==> config.mk <==
export PLATFORM = sky130hd
export DESIGN_NAME = draw_sprite_anim_flat
export DESIGN_NICKNAME = d
export VERILOG_FILES = /design/src/rtl/vga_pkg.sv /design/src/rtl/vga_if.sv /design/src/rtl/delay_line.sv /design/src/rtl/draw_sprite_anim.sv /design/src/flat_wrapper.sv
export SDC_FILE = /design/constraint.sdc
export NUM_CORES = 1
export LEC_CHECK = 0
export ABC_CLOCK_PERIOD_IN_PS = 7600
export CAP_MARGIN = 20
export CORE_MARGIN = 2
export CORE_UTILIZATION = 40
export CTS_BUF_LIST = sky130_fd_sc_hd__clkbuf_2 sky130_fd_sc_hd__clkbuf_4 sky130_fd_sc_hd__clkbuf_8
export CTS_CLUSTER_SIZE = 30
export DETAILED_ROUTE_END_ITERATION = 16
export GPL_TIMING_DRIVEN = 0
export PLACE_DENSITY = 0.68
export SETUP_SLACK_MARGIN = 0.2
export SLEW_MARGIN = 25
export SYNTH_ARGS = -nofsm -noshare
export SYNTH_HDL_FRONTEND = slang
export SYNTH_HIERARCHICAL = 1
export SYNTH_SLANG_ARGS = --single-unit
==> constraint.sdc <==
create_clock -name clk -period 7.6 [get_ports clk]
set_input_delay 1.52 -clock clk [delete_from_list [all_inputs] [get_ports clk]]
set_output_delay 1.52 -clock clk [all_outputs]
set_load 0.01 [all_outputs]
==> src/rtl/vga_pkg.sv <==
// ============================================================================
//  Module      : vga_pkg
//  Description : Shared VGA timing constants, colour constants and the packed
//                timing-bus type used by the overlay stages.
//  Revision    : 1.0
// ============================================================================
`default_nettype none

package vga_pkg;

    localparam int H_ACTIVE = 640;
    localparam int H_TOTAL  = 800;
    localparam int V_ACTIVE = 480;
    localparam int V_TOTAL  = 525;

    localparam logic [11:0] SPRITE_KEY_DEFAULT = 12'h000;
    localparam logic [11:0] BBOX_COLOR         = 12'hF0F;

    typedef struct packed {
        logic [10:0] hcount;
        logic [10:0] vcount;
        logic        hsync;
        logic        vsync;
        logic        hblnk;
        logic        vblnk;
        logic [11:0] rgb;
    } vga_tim_t;

endpackage

`default_nettype wire

==> src/rtl/vga_if.sv <==
// ============================================================================
//  Module      : vga_if
//  Description : VGA timing + colour bus linking the stages of the video chain.
//  Revision    : 1.0
// ============================================================================
`default_nettype none

interface vga_if;
    logic [10:0] hcount;
    logic [10:0] vcount;
    logic        hsync;
    logic        vsync;
    logic        hblnk;
    logic        vblnk;
    logic [11:0] rgb;

    modport vga_in  (input  hcount, vcount, hsync, vsync, hblnk, vblnk, rgb);
    modport vga_out (output hcount, vcount, hsync, vsync, hblnk, vblnk, rgb);
endinterface

`default_nettype wire

==> src/rtl/delay_line.sv <==
// ============================================================================
//  Module      : delay_line
//  Description : DEPTH-stage register pipeline, synchronous reset to zero.
//  Revision    : 1.0
// ============================================================================
`default_nettype none

module delay_line #(
    parameter int WIDTH = 1,
    parameter int DEPTH = 1
) (
    input  logic             clk,
    input  logic             rst,
    input  logic [WIDTH-1:0] din,
    output logic [WIDTH-1:0] dout
);

    generate
        if (DEPTH < 1) begin : g_depth_check
            $error("delay_line: DEPTH must be >= 1");
        end
    endgenerate

    logic [WIDTH-1:0] stage_q [DEPTH];
    logic [WIDTH-1:0] stage_d [DEPTH];

    always_comb begin
        stage_d[0] = din;
        for (int i = 1; i < DEPTH; i++) begin
            stage_d[i] = stage_q[i-1];
        end
    end

    always_ff @(posedge clk) begin
        if (rst) begin
            for (int i = 0; i < DEPTH; i++) begin
                stage_q[i] <= '0;
            end
        end else begin
            for (int i = 0; i < DEPTH; i++) begin
                stage_q[i] <= stage_d[i];
            end
        end
    end

    assign dout = stage_q[DEPTH-1];

endmodule

`default_nettype wire

==> src/rtl/draw_sprite_anim.sv <==
// ============================================================================
//  Module      : draw_sprite_anim
//  Description : Animated, mirrorable, colour-keyed sprite overlay with
//                per-frame double-buffered position/attributes.
//                Optional: define DRAW_SPRITE_BBOX_EN for a debug border.
//  Revision    : 1.0
// ============================================================================
`default_nettype none

module draw_sprite_anim
    import vga_pkg::*;
#(
    parameter int          SPRITE_W  = 130,
    parameter int          SPRITE_H  = 99,
    parameter int          N_FRAMES  = 4,
    parameter int          FRAME_DIV = 8,
    parameter int          ROM_LAT   = 1,
    parameter int          ADDR_W    = 16,
    parameter logic [11:0] KEY_COLOR = SPRITE_KEY_DEFAULT
) (
    input  logic              clk,
    input  logic              rst,
    input  logic [10:0]       pos_x,
    input  logic [10:0]       pos_y,
    input  logic              mirror,
    input  logic              visible,
    input  logic              anim_en,
    output logic [ADDR_W-1:0] rom_addr,
    input  logic [11:0]       rom_rgb,
    vga_if.vga_in             vga_in,
    vga_if.vga_out            vga_out
);

    localparam int FRAME_SZ = SPRITE_W * SPRITE_H;
    localparam int FIDX_W   = (N_FRAMES  > 1) ? $clog2(N_FRAMES)  : 1;
    localparam int DIV_W    = (FRAME_DIV > 1) ? $clog2(FRAME_DIV) : 1;
    localparam int TIM_W    = $bits(vga_tim_t);
`ifdef DRAW_SPRITE_BBOX_EN
    localparam int FLAG_W   = 2;
`else
    localparam int FLAG_W   = 1;
`endif

    generate
        if (longint'(N_FRAMES) * SPRITE_W * SPRITE_H > (longint'(1) << ADDR_W)) begin : g_addr_check
            $error("draw_sprite_anim: ROM image does not fit in ADDR_W bits");
        end
        if (ROM_LAT < 1 || FRAME_DIV < 1) begin : g_param_check
            $error("draw_sprite_anim: ROM_LAT and FRAME_DIV must be >= 1");
        end
    endgenerate

    // Frame boundary detection and per-frame shadow registers
    logic              vblnk_prev_q, vblnk_prev_d;
    logic              fb;
    logic [10:0]       sx_q, sx_d, sy_q, sy_d;
    logic              mirror_s_q, mirror_s_d;
    logic              visible_s_q, visible_s_d;
    logic              anim_en_s_q, anim_en_s_d;
    logic [DIV_W-1:0]  div_cnt_q, div_cnt_d;
    logic [FIDX_W-1:0] frame_idx_q, frame_idx_d;

    assign fb = vga_in.vblnk & ~vblnk_prev_q;

    always_comb begin
        vblnk_prev_d = vga_in.vblnk;
        sx_d         = sx_q;
        sy_d         = sy_q;
        mirror_s_d   = mirror_s_q;
        visible_s_d  = visible_s_q;
        anim_en_s_d  = anim_en_s_q;
        if (fb) begin
            sx_d        = pos_x;
            sy_d        = pos_y;
            mirror_s_d  = mirror;
            visible_s_d = visible;
            anim_en_s_d = anim_en;
        end
    end

    // The counter follows the attribute of the frame just ending, and is held
    // at zero while that attribute is off so the idle pose is frame 0.
    always_comb begin
        div_cnt_d   = div_cnt_q;
        frame_idx_d = frame_idx_q;
        if (!anim_en_s_q) begin
            div_cnt_d   = '0;
            frame_idx_d = '0;
        end else if (fb) begin
            if (div_cnt_q == DIV_W'(FRAME_DIV - 1)) begin
                div_cnt_d   = '0;
                frame_idx_d = (frame_idx_q == FIDX_W'(N_FRAMES - 1)) ? '0
                                                                     : frame_idx_q + FIDX_W'(1);
            end else begin
                div_cnt_d = div_cnt_q + DIV_W'(1);
            end
        end
    end

    // Stage 1: hit test and ROM address
    logic [11:0]       hc12, vc12, sx12, sy12, rel_x, rx, ry;
    logic              hit_w;
    logic [ADDR_W-1:0] rom_addr_q, rom_addr_d;
    vga_tim_t          tim1_q, tim1_d;
    logic              hit1_q;

    always_comb begin
        hc12  = {1'b0, vga_in.hcount};
        vc12  = {1'b0, vga_in.vcount};
        sx12  = {1'b0, sx_q};
        sy12  = {1'b0, sy_q};
        hit_w = (hc12 >= sx12) && (hc12 < sx12 + 12'(SPRITE_W)) &&
                (vc12 >= sy12) && (vc12 < sy12 + 12'(SPRITE_H)) &&
                !vga_in.hblnk && !vga_in.vblnk && visible_s_q;
        rel_x = hc12 - sx12;
        rx    = mirror_s_q ? (12'(SPRITE_W - 1) - rel_x) : rel_x;
        ry    = vc12 - sy12;
        rom_addr_d = '0;
        if (hit_w) begin
            rom_addr_d = ADDR_W'(int'(frame_idx_q) * FRAME_SZ) +
                         ADDR_W'(int'(ry) * SPRITE_W) + ADDR_W'(rx);
        end
        tim1_d.hcount = vga_in.hcount;
        tim1_d.vcount = vga_in.vcount;
        tim1_d.hsync  = vga_in.hsync;
        tim1_d.vsync  = vga_in.vsync;
        tim1_d.hblnk  = vga_in.hblnk;
        tim1_d.vblnk  = vga_in.vblnk;
        tim1_d.rgb    = vga_in.rgb;
    end

`ifdef DRAW_SPRITE_BBOX_EN
    logic border_w, border1_q;
    assign border_w = hit_w && (rel_x == 12'd0 || rel_x == 12'(SPRITE_W - 1) ||
                                ry == 12'd0 || ry == 12'(SPRITE_H - 1));
    always_ff @(posedge clk) begin
        if (rst) border1_q <= 1'b0;
        else     border1_q <= border_w;
    end
`endif

    always_ff @(posedge clk) begin
        if (rst) begin
            vblnk_prev_q <= 1'b0;
            sx_q         <= '0;
            sy_q         <= '0;
            mirror_s_q   <= 1'b0;
            visible_s_q  <= 1'b0;
            anim_en_s_q  <= 1'b0;
            div_cnt_q    <= '0;
            frame_idx_q  <= '0;
            rom_addr_q   <= '0;
            tim1_q       <= '0;
            hit1_q       <= 1'b0;
        end else begin
            vblnk_prev_q <= vblnk_prev_d;
            sx_q         <= sx_d;
            sy_q         <= sy_d;
            mirror_s_q   <= mirror_s_d;
            visible_s_q  <= visible_s_d;
            anim_en_s_q  <= anim_en_s_d;
            div_cnt_q    <= div_cnt_d;
            frame_idx_q  <= frame_idx_d;
            rom_addr_q   <= rom_addr_d;
            tim1_q       <= tim1_d;
            hit1_q       <= hit_w;
        end
    end

    assign rom_addr = rom_addr_q;

    // Align timing and hit flags with the ROM read data
    logic [TIM_W+FLAG_W-1:0] dl_in, dl_out;
    vga_tim_t                tim_dly;
    logic                    hit_dly;

`ifdef DRAW_SPRITE_BBOX_EN
    logic border_dly;
    assign dl_in = {tim1_q, hit1_q, border1_q};
    assign {tim_dly, hit_dly, border_dly} = dl_out;
`else
    assign dl_in = {tim1_q, hit1_q};
    assign {tim_dly, hit_dly} = dl_out;
`endif

    delay_line #(
        .WIDTH (TIM_W + FLAG_W),
        .DEPTH (ROM_LAT)
    ) u_delay (
        .clk  (clk),
        .rst  (rst),
        .din  (dl_in),
        .dout (dl_out)
    );

    // Output stage: colour-keyed merge
    vga_tim_t out_q, out_d;

    always_comb begin
        out_d = tim_dly;
        if (hit_dly && rom_rgb != KEY_COLOR) begin
            out_d.rgb = rom_rgb;
        end
`ifdef DRAW_SPRITE_BBOX_EN
        if (border_dly) begin
            out_d.rgb = BBOX_COLOR;
        end
`endif
    end

    always_ff @(posedge clk) begin
        if (rst) out_q <= '0;
        else     out_q <= out_d;
    end

    assign vga_out.hcount = out_q.hcount;
    assign vga_out.vcount = out_q.vcount;
    assign vga_out.hsync  = out_q.hsync;
    assign vga_out.vsync  = out_q.vsync;
    assign vga_out.hblnk  = out_q.hblnk;
    assign vga_out.vblnk  = out_q.vblnk;
    assign vga_out.rgb    = out_q.rgb;

endmodule

`default_nettype wire
==> src/flat_wrapper.sv <==
// flat-port wrapper written by rule: the top's interface ports become plain ports
module draw_sprite_anim_flat import vga_pkg::*;
#(
    parameter int          SPRITE_W  = 130,
    parameter int          SPRITE_H  = 99,
    parameter int          N_FRAMES  = 4,
    parameter int          FRAME_DIV = 8,
    parameter int          ROM_LAT   = 1,
    parameter int          ADDR_W    = 16,
    parameter logic [11:0] KEY_COLOR = SPRITE_KEY_DEFAULT
)
  (clk, rst, pos_x, pos_y, mirror, visible, anim_en, rom_addr, rom_rgb, vga_in_hcount, vga_in_vcount, vga_in_hsync, vga_in_vsync, vga_in_hblnk, vga_in_vblnk, vga_in_rgb, vga_out_hcount, vga_out_vcount, vga_out_hsync, vga_out_vsync, vga_out_hblnk, vga_out_vblnk, vga_out_rgb);
  vga_if vga_in_i ();
  vga_if vga_out_i ();
  input  logic clk;
  input  logic rst;
  input  logic [10:0] pos_x;
  input  logic [10:0] pos_y;
  input  logic mirror;
  input  logic visible;
  input  logic anim_en;
  output logic [ADDR_W-1:0] rom_addr;
  input  logic [11:0] rom_rgb;
  input wire logic [$bits(vga_in_i.hcount)-1:0] vga_in_hcount;
  input wire logic [$bits(vga_in_i.vcount)-1:0] vga_in_vcount;
  input wire logic [$bits(vga_in_i.hsync)-1:0] vga_in_hsync;
  input wire logic [$bits(vga_in_i.vsync)-1:0] vga_in_vsync;
  input wire logic [$bits(vga_in_i.hblnk)-1:0] vga_in_hblnk;
  input wire logic [$bits(vga_in_i.vblnk)-1:0] vga_in_vblnk;
  input wire logic [$bits(vga_in_i.rgb)-1:0] vga_in_rgb;
  output wire logic [$bits(vga_out_i.hcount)-1:0] vga_out_hcount;
  output wire logic [$bits(vga_out_i.vcount)-1:0] vga_out_vcount;
  output wire logic [$bits(vga_out_i.hsync)-1:0] vga_out_hsync;
  output wire logic [$bits(vga_out_i.vsync)-1:0] vga_out_vsync;
  output wire logic [$bits(vga_out_i.hblnk)-1:0] vga_out_hblnk;
  output wire logic [$bits(vga_out_i.vblnk)-1:0] vga_out_vblnk;
  output wire logic [$bits(vga_out_i.rgb)-1:0] vga_out_rgb;
  assign vga_in_i.hcount = vga_in_hcount;
  assign vga_in_i.vcount = vga_in_vcount;
  assign vga_in_i.hsync = vga_in_hsync;
  assign vga_in_i.vsync = vga_in_vsync;
  assign vga_in_i.hblnk = vga_in_hblnk;
  assign vga_in_i.vblnk = vga_in_vblnk;
  assign vga_in_i.rgb = vga_in_rgb;
  assign vga_out_hcount = vga_out_i.hcount;
  assign vga_out_vcount = vga_out_i.vcount;
  assign vga_out_hsync = vga_out_i.hsync;
  assign vga_out_vsync = vga_out_i.vsync;
  assign vga_out_hblnk = vga_out_i.hblnk;
  assign vga_out_vblnk = vga_out_i.vblnk;
  assign vga_out_rgb = vga_out_i.rgb;
  draw_sprite_anim #(.SPRITE_W(SPRITE_W), .SPRITE_H(SPRITE_H), .N_FRAMES(N_FRAMES), .FRAME_DIV(FRAME_DIV), .ROM_LAT(ROM_LAT), .ADDR_W(ADDR_W), .KEY_COLOR(KEY_COLOR)) u_core (.clk(clk), .rst(rst), .pos_x(pos_x), .pos_y(pos_y), .mirror(mirror), .visible(visible), .anim_en(anim_en), .rom_addr(rom_addr), .rom_rgb(rom_rgb), .vga_in(vga_in_i), .vga_out(vga_out_i));
endmodule
Word level (Yosys, flattened, before mapping)
Memory sizes are Yosys's and may differ from the RTL's.
Index checks and enable logic that the tools add are counted.
{"block": "classes", "addsub": 9, "mul": 2, "order_cmp": 4, "n_eq_ne": 2, "n_mux": 9, "n_bitwise": 4, "n_reduce_logical": 14}
{"operator": "two-way mux 39 bit", "count": 1}
{"operator": "OR reduction 39 bit", "count": 1}
{"operator": "less-than comparator 11 x 12 -> 1 bit", "count": 2}
{"operator": "two-way mux 12 bit", "count": 2}
{"operator": "subtractor 11 x 11 -> 12 bit", "count": 2}
{"operator": ">= comparator 11 bit", "count": 2}
{"operator": "adder 16 x 12 -> 16 bit", "count": 1}
{"operator": "adder 16 bit", "count": 1}
{"operator": "multiplier 12 x 7 -> 15 bit, second input constant", "count": 1}
{"operator": "multiplier 2 x 13 -> 15 bit, second input constant", "count": 1}
{"operator": "adder 11 x 7 -> 12 bit, second input constant", "count": 1}
{"operator": "adder 11 x 8 -> 12 bit, second input constant", "count": 1}
{"operator": "nonzero test 12 bit", "count": 1}
{"operator": "subtractor 8 x 12 -> 12 bit, first input constant", "count": 1}
{"operator": "logical AND 1 bit", "count": 7}
{"operator": "two-way mux 1 bit", "count": 4}
{"operator": "OR reduction 2 bit", "count": 2}
{"operator": "adder 3 x 1 -> 3 bit, second input constant", "count": 1}
{"operator": "== test 3 bit, second input constant", "count": 1}
{"operator": "two-way mux 3 bit", "count": 1}
{"operator": "NOT 1 bit", "count": 3}
{"operator": "adder 2 x 1 -> 2 bit, second input constant", "count": 1}
{"operator": "== test 2 bit, second input constant", "count": 1}
{"operator": "zero test 1 bit", "count": 2}
{"operator": "3 further kinds", "count": 3}
{"block": "word_totals", "ff_bits": 123, "ram_bits": 39, "output_inout_bits": 54, "mem_count": 1}
{"memory": "u_core.u_delay.stage_q", "depth": 1, "word_bits": 39, "rd": 1, "rd_ports_with_merged_regs": 0, "write_ports": 1, "line": "delay_line.sv:24", "rtl": "logic [WIDTH-1:0] stage_q [DEPTH];"}

Longest topological paths before layout
Gate-level depths: netlist (run 1).
{"block": "logic_depth", "word_depth": 10, "depth_mapped": 25, "depth_no_buf": 25}

Cells and area by module
The synthesis (run 1) kept the hierarchy.
{"module": "draw_sprite_anim", "n_inst": 1, "cells_each": 786, "area_each_um2": 6891.6, "seq_area_each_um2": 2462.4}
{"module": "delay_line", "n_inst": 1, "cells_each": 82, "area_each_um2": 1074.8, "seq_area_each_um2": 780.7}

Worst setup path after synthesis (run 1)
Ideal clock, no wire load.
{"block": "synth_timing", "kind": "input port to flip-flop", "from": "input vga_in_vcount[1]", "to": "register u_core.rom_addr_q[15] (netlist: u_core/rom_addr[15])", "setup_time_ns": 0.115, "arrival_time_ns": 6.019, "required_ns": 7.485, "path_slack_ns": 1.467, "path_stages": 22, "path_buffers": 0, "path_cell_list": "ha_1 nor2b_1 o31a_1 o221a_2 o311ai_0 inv_1 ha_1 ha_1 inv_1 fa_1 xor2_1 fa_1 inv_1 ha_1 a21o_1 or3_1 a31oi_1 nand2b_1 a21oi_1 a31oi_1 xnor2_1 nor2_1"}
{"block": "synth_between", "elab_chain_cells": 8, "word_cells_on_any_way": 13}
{"element": "start: declaration", "line": "flat_wrapper.sv:25", "rtl": "input wire logic [$bits(vga_in_i.vcount)-1:0] vga_in_vcount;"}
{"element": "branches (longest 8 deep; another with adder 16 bit)"}
{"element": "end signal: assignment", "line": "draw_sprite_anim.sv:164", "rtl": "rom_addr_q <= rom_addr_d;"}
{"element": "end: declaration", "line": "draw_sprite_anim.sv:103", "rtl": "logic [ADDR_W-1:0] rom_addr_q, rom_addr_d;"}
Several ways; the timed one is not identified.
A chain may end at the register's enable or synchronous reset.

Final worst setup path (run 1)
Ends and elaborated chain as after synthesis.

==> flow_summary_export.csv, run 1 <==
group,metric,value,unit
place,dpl_cell_area,9600,um^2
setup_path,path_cells,"clkdlybuf4s50_1 -> ha_1 -> nor2b_1 -> o31a_1 -> o221a_2 -> o311ai_0 -> inv_1 -> ha_1 -> ha_1 -> inv_1 -> fa_1 -> xor2_1 -> fa_1 -> inv_1 -> ha_1 -> a21o_1 -> or3_1 -> a31oi_1 -> nand2b_1 -> a21oi_1 -> a31oi_1 -> xnor2_1 -> nor2_1",
die,start_util,0.408,
setup_path,path_class,"in2reg",
synthesis,yosysUniqueCellTypes,53,
sta,fmax,147,MHz
pwr,p_int,1570,uW
sta,slew_violations,0,
clock_network,cts_setup_buffers,0,
synthesis,syn_area_per_cell,9.18,um^2
finish,nFillCells,1844,
clock_network,cts_buffers,17,
finish,final_cell_mix,"dfxtp_1 (162), clkdlybuf4s50_1 (130), nor2b_1 (106)",
synthesis,synth-seq-area-share,0.407,
clock_network,clk_latency,440,ps
synthesis,yosys_register_bits,162,
clock_network,cts_hold_buf,0,
clock_network,cts_buffer_depth,2,
sta,worst_slew_pin_slew,619,ps
route,wire_per_inst,13.9,um
setup_path,crit_path_start_kind,"input pin",
finish,fin_nets,1187,
setup_path,crit_top_cell,"ha_1",
finish,seqCellArea,3240,um^2
synthesis,syn_inst,868,
synthesis,syn_nets,1038,
clock_network,clk_pin_slew,90,ps
die,core_area,19500,um^2
pwr,power_frac_comb,0.344,
grt,grt-ovfl-total,0,
sta,finalHoldViolCount,0,
finish,drive_gt1_frac,0.0485,
grt,grt_pass1_vias,5997,
route,vias,6221,
synthesis,synthArstFlopShare,0,
die,die_h,145,um
route,routed_wl,18000,um
flow_run,max_cap_viol_count,0,
place,place_ws,385,ps
finish,layout_commonest_cell,"dfxtp_1",
die,fp.dieW,145,um
setup_path,crit_path_top_delay_cell,"fa_1",
synthesis,synth_top_area_cell,"dfxtp_1",
sta,period_share,0.892,
setup_path,crit_fanout,4,
pwr,seqPwrFrac,0.376,
sta,skew,13.4,ps
sta,setup_viol,0,
route,drt-initial-drc-count,296,
pwr,p_leak,0.00404,uW
finish,instances_no_fill,1295,
pwr,power-per-cell-area,237,nW/um^2
pwr,swShare,0.339,
route,ant_nets,0,
run_status,status,"complete, no violations",
place,gp_congestion,0.897,
pwr,ir_drop,0.000120,V
die,pin_count,131,
place,dp_cells,1263,
synthesis,yosys_warnings,6,
sta,whs,438,ps
route,firstDrtPassIters,6,
grt,antenna_found_initial,0,
pwr,pwr-share-clk,0.280,
clock_network,tritoncts,"done",
place,place_hpwl,14000,um
setup_path,path_buf_inv,4,
finish,area_growth,25.9,%
synthesis,synth_top_area_frac,0.407,
pwr,switchingPower,805,uW
setup_path,cp-end-kind,"flip-flop",
sta,period_minus_slack,6780,ps
route,via_per_inst,4.80,
synthesis,synth.top_cells.by_area,"dfxtp_1 (41%), ha_1 (13%), nor2b_1 (8.3%)",
sta,tns,0,ps
synthesis,synth_edf_count,0,
setup_path,cp_slowest_stage_delay,530,ps
grt,grt_pass1_wl,29400,um
sta,rsz0062_at_grt,"no",
setup_path,worstPathArrival,7110,ps
finish,diodes,0,
route,post-route-drc-count,0,
finish,final_area,10000,um^2
setup_path,crit_family,"adder cells",
grt,grt_usage,0.173,
place,port_buffers,130,
sta,relSlewSlack,0.587,
clock_network,htreeDepth,4,
die,fp.dieArea,21100,um^2
die,num_rows,51,
clock_network,clockRootBuffer,"clkbuf_8",
setup_path,cp_data_required_time,7930,ps
synthesis,syn_area,7970,um^2
finish,multiInputGateArea,4340,um^2
clock_network,cts.sink_count,162,
grt,grt_max_degree,18,
worst_hold_path,holdCritPathClass,"reg2reg",
clock_network,cts-resized-gates,0,
synthesis,synthFlopType,"dfxtp_1",
sta,fin_ws,818,ps
[layout make-up]
class,instances,area share
timing repair buffer,130,0.130
tap,265,0.0331
multi-input combinational,613,0.432
buffer,28,0.0143
sequential,162,0.323
clock buffer,17,0.0233
clock inverter,15,0.0195
inverter,65,0.0243
[kinds of logic (layout without fill, tap and decap cells)]
family,Yosys count,after routing,synth area share
adders and majority gates,93,93,0.158
DFF,162,162,0.407
xor gates and xnor gates,56,56,0.0616
and+or+nand+nor,299,299,0.192
muxes,4,4,0.00503
buffers and inverters,93,255,0.0487
AOI/OAI and AO/OA,161,161,0.127
[power by group through the flow]
stage | logic [uW] | registers [uW] | clock network, uW
after CTS | 820 | 892 | 686
after floorplan | 620 | 912 | 0
final | 817 | 892 | 664
after detailed placement | 813 | 912 | 0
after global routing | 936 | 896 | 717
after global placement | 800 | 911 | 0
[final timing paths]
path | from | endpoint | slack (ps) | cells after the start
worst max-delay path | vga_in_vcount[1] | u_core/rom_addr[15] | 820 | 23
worst min-delay path | u_core/dl_in[27] | u_core/u_delay/stage_q[0][27] | 440 | 1
worst max register to register | u_core/sy_q[1] | u_core/rom_addr[15] | 1970 | 23
worst min register to register | u_core/dl_in[27] | u_core/u_delay/stage_q[0][27] | 440 | 1
[registers in the layout, indices dropped and copies added (netlist names)]
signal and count:
u_core/anim_en_s_q 1, u_core/div_cnt_q 3, u_core/dl_in 38, u_core/frame_idx_q 2
u_core/hit1_q 1, u_core/mirror_s_q 1, u_core/rom_addr 16, u_core/sx_q 11
u_core/sy_q 11, u_core/u_delay/stage_q 39, u_core/vga_out.hblnk 1, u_core/vga_out.hcount 11
u_core/vga_out.hsync 1, u_core/vga_out.rgb 12, u_core/vga_out.vblnk 1, u_core/vga_out.vcount 11
u_core/vga_out.vsync 1, u_core/visible_s_q 1
[worst register-to-register path, cell delays in order (launching register included)]
cell and delay (ps):
dfxtp_1 390, inv_1 110, ha_1 320, nor2b_1 150
o31a_1 290, o221a_2 240, o311ai_0 480, inv_1 170
ha_1 320, ha_1 160, inv_1 50, fa_1 400
xor2_1 180, fa_1 530, inv_1 50, ha_1 340
a21o_1 220, or3_1 300, a31oi_1 210, nand2b_1 130
a21oi_1 90, a31oi_1 210, xnor2_1 130, nor2_1 50
[metrics by stage]
step / total power, uW / utilization
3_5_place_dp: 1730 / 0.492
5_1_grt: 2550 / 0.514
3_3_place_gp: 1710 / 0.492
2_1_floorplan: 1530 / -
4_1_cts: 2400 / 0.514
6_report: 2370 / 0.514
[cell usage after synthesis, types with 3 or more instances]
library cell / instances
nand2_1: 99
nor4_1: 5
nor2b_2: 5
fa_1: 13
a211oi_1: 6
ha_1: 80
o31ai_1: 3
or3_1: 5
nand4_1: 3
nand3_1: 11
dfxtp_1: 162
mux2i_1: 4
xnor2_1: 40
o21ai_0: 23
buf_6: 3
a21o_1: 11
nor2_1: 36
a211o_1: 3
nor3_1: 12
nor2b_1: 106
o21a_1: 12
o21bai_1: 5
buf_2: 4
nand2b_1: 7
clkbuf_1: 16
o2111ai_1: 3
xor2_1: 16
a21oi_1: 72
inv_1: 65
a31oi_1: 6
buf_1: 4
[metal layers]
layer  global-route usage  routed length [um]  vias up
met4               0.0456                 171        0
met5                    0                   0        -
met2                0.290                8360      156
li1                     -                   -     3180
met1                0.229                8590     2870
met3               0.0343                 852       15
Power figures use the tool's default switching activity.
==> run 2: changes to the inputs <==
DONT_BUFFER_PORTS = 1   (was default)
PLACE_DENSITY = 0.59   (was 0.68)
==> run 2 against run 1 <==
Net effect:
- sequential share of layout area is 4.8 points higher
- clock-buffer cell count is 1 higher
- cell area is 13% lower
- utilization is 6.6 points lower
- routed wire length is 2.3% lower
- largest cell class unchanged
==> flow_summary_export.csv, run 2 (synthesized netlist as in run 1, its figures left out) <==
group,metric,value,unit
grt,grt_usage,0.172,
die,die_h,145,um
clock_network,cts-resized-gates,0,
grt,antenna_found_initial,0,
pwr,ir_drop,0.000106,V
clock_network,cts_setup_buffers,0,
sta,tns,0,ps
route,wire_per_inst,15.1,um
route,firstDrtPassIters,4,
finish,largest_register_ffs,39,
clock_network,clk_pin_slew,100,ps
pwr,power-per-cell-area,267,nW/um^2
setup_path,crit_path_start_kind,"input pin",
clock_network,cts.sink_count,162,
clock_network,cts_buffers,17,
clock_network,cts_buffer_depth,2,
route,via_per_inst,4.86,
finish,multiInputGateArea,4340,um^2
clock_network,clockRootBuffer,"clkbuf_8",
setup_path,cp_slowest_stage_delay,500,ps
worst_hold_path,holdCritPathClass,"reg2reg",
sta,rsz0062_at_grt,"no",
setup_path,crit_path_top_delay_cell,"fa_1",
sta,skew,12.5,ps
setup_path,worstPathArrival,6510,ps
grt,grt_pass1_vias,5531,
sta,finalHoldViolCount,0,
finish,largest-register,"u_core/u_delay/stage_q",
clock_network,htreeDepth,4,
grt,grt-ovfl-total,0,
sta,fmax,162,MHz
finish,utilization,0.447,
clock_network,cts_hold_buf,0,
die,core_area,19500,um^2
pwr,p_leak,0.00356,uW
finish,final_cell_mix,"dfxtp_1 (162), nor2b_1 (106), nand2_1 (99)",
die,pin_count,131,
setup_path,path_class,"in2reg",
flow_run,max_cap_viol_count,0,
finish,drive_gt1_frac,0.0556,
setup_path,path_buf_inv,3,
sta,worst_slew_pin_slew,628,ps
route,drt-initial-drc-count,322,
setup_path,cp-end-kind,"flip-flop",
place,place_ws,989,ps
sta,period_share,0.812,
clock_network,tritoncts,"done",
setup_path,crit_family,"adder cells",
finish,seqCellArea,3240,um^2
setup_path,crit_fanout,4,
die,fp.dieArea,21100,um^2
die,fp.dieW,145,um
route,vias,5665,
sta,slew_violations,0,
sta,relSlewSlack,0.570,
finish,layout_commonest_cell,"dfxtp_1",
setup_path,path_cells,"ha_1 -> nor2b_1 -> o31a_1 -> o221a_2 -> o311ai_0 -> inv_1 -> ha_1 -> ha_1 -> inv_1 -> fa_1 -> xor2_1 -> fa_1 -> inv_1 -> ha_1 -> a21o_1 -> or3_1 -> a31oi_1 -> nand2b_1 -> a21oi_1 -> a31oi_1 -> xnor2_1 -> nor2_1",
finish,fin_nets,1057,
finish,diodes,0,
run_status,status,"complete, no violations",
finish,area_growth,9.67,%
die,start_util,0.408,
sta,period_minus_slack,6170,ps
route,post-route-drc-count,0,
finish,nFillCells,1943,
die,num_rows,51,
place,gp_congestion,0.855,
sta,setup_viol,0,
clock_network,clk_latency,450,ps
grt,grt_pass1_wl,28800,um
place,place_hpwl,13800,um
sta,fin_ws,1430,ps
setup_path,crit_top_cell,"ha_1",
route,routed_wl,17600,um
setup_path,cp_data_required_time,7940,ps
place,port_buffers,0,
grt,grt_max_degree,18,
route,ant_nets,0,
-- run 2: routing by layer --
metal  global-route usage  share of wire  up-vias
li1                     -              -     2920
met1                0.228           0.47     2601
met2                0.271           0.45      130
met3               0.0544          0.069       14
met4               0.0451          0.011        0
met5                    0              0        -
-- run 2: worst reg2reg max path: stages (launching register included) --
cell	delay [ps]
dfxtp_1	400
inv_1	120
ha_1	320
nor2b_1	150
o31a_1	280
o221a_2	240
o311ai_0	490
inv_1	180
ha_1	320
ha_1	170
inv_1	60
fa_1	390
xor2_1	180
fa_1	500
inv_1	40
ha_1	340
a21o_1	220
or3_1	310
a31oi_1	200
nand2b_1	130
a21oi_1	100
a31oi_1	210
xnor2_1	130
nor2_1	50
-- run 2: cell type report --
class	count	share of cell area
Clock inverter	14	0.0219
Multi-Input combinational cell	613	0.496
Clock buffer	18	0.0284
Inverter	65	0.0279
Sequential cell	162	0.371
Tap cell	265	0.0379
Buffer	28	0.0165
-- run 2: final timing paths --
check                         from                      endpoint  slack, ps  depth (start not counted)
hold / removal     u_core/dl_in[7]  u_core/u_delay/stage_q[0][7]        430                          1
hold reg to reg    u_core/dl_in[7]  u_core/u_delay/stage_q[0][7]        430                          1
setup reg to reg    u_core/sy_q[1]           u_core/rom_addr[15]       1980                         23
setup / recovery  vga_in_vcount[1]           u_core/rom_addr[15]       1430                         22
-- run 2: power by group --
part | internal, uW | switching [uW] | total [uW] | leakage, uW
logic | 337 | 420 | 757 | 0.00202
registers | 880 | 15.6 | 896 | 0.00133
clock network | 319 | 366 | 685 | 0.000217
-- run 2: through the flow --
step	cells	total power (uW)	instance area (um^2)	hold WS, ps
6_report	1165	2340	8740	430
5_1_grt	1165	2510	8740	449
4_1_cts	1165	2360	8740	436
3_5_place_dp	1133	1670	8300	422
3_3_place_gp	1133	1660	8300	416
2_1_floorplan	868	1530	7970	411
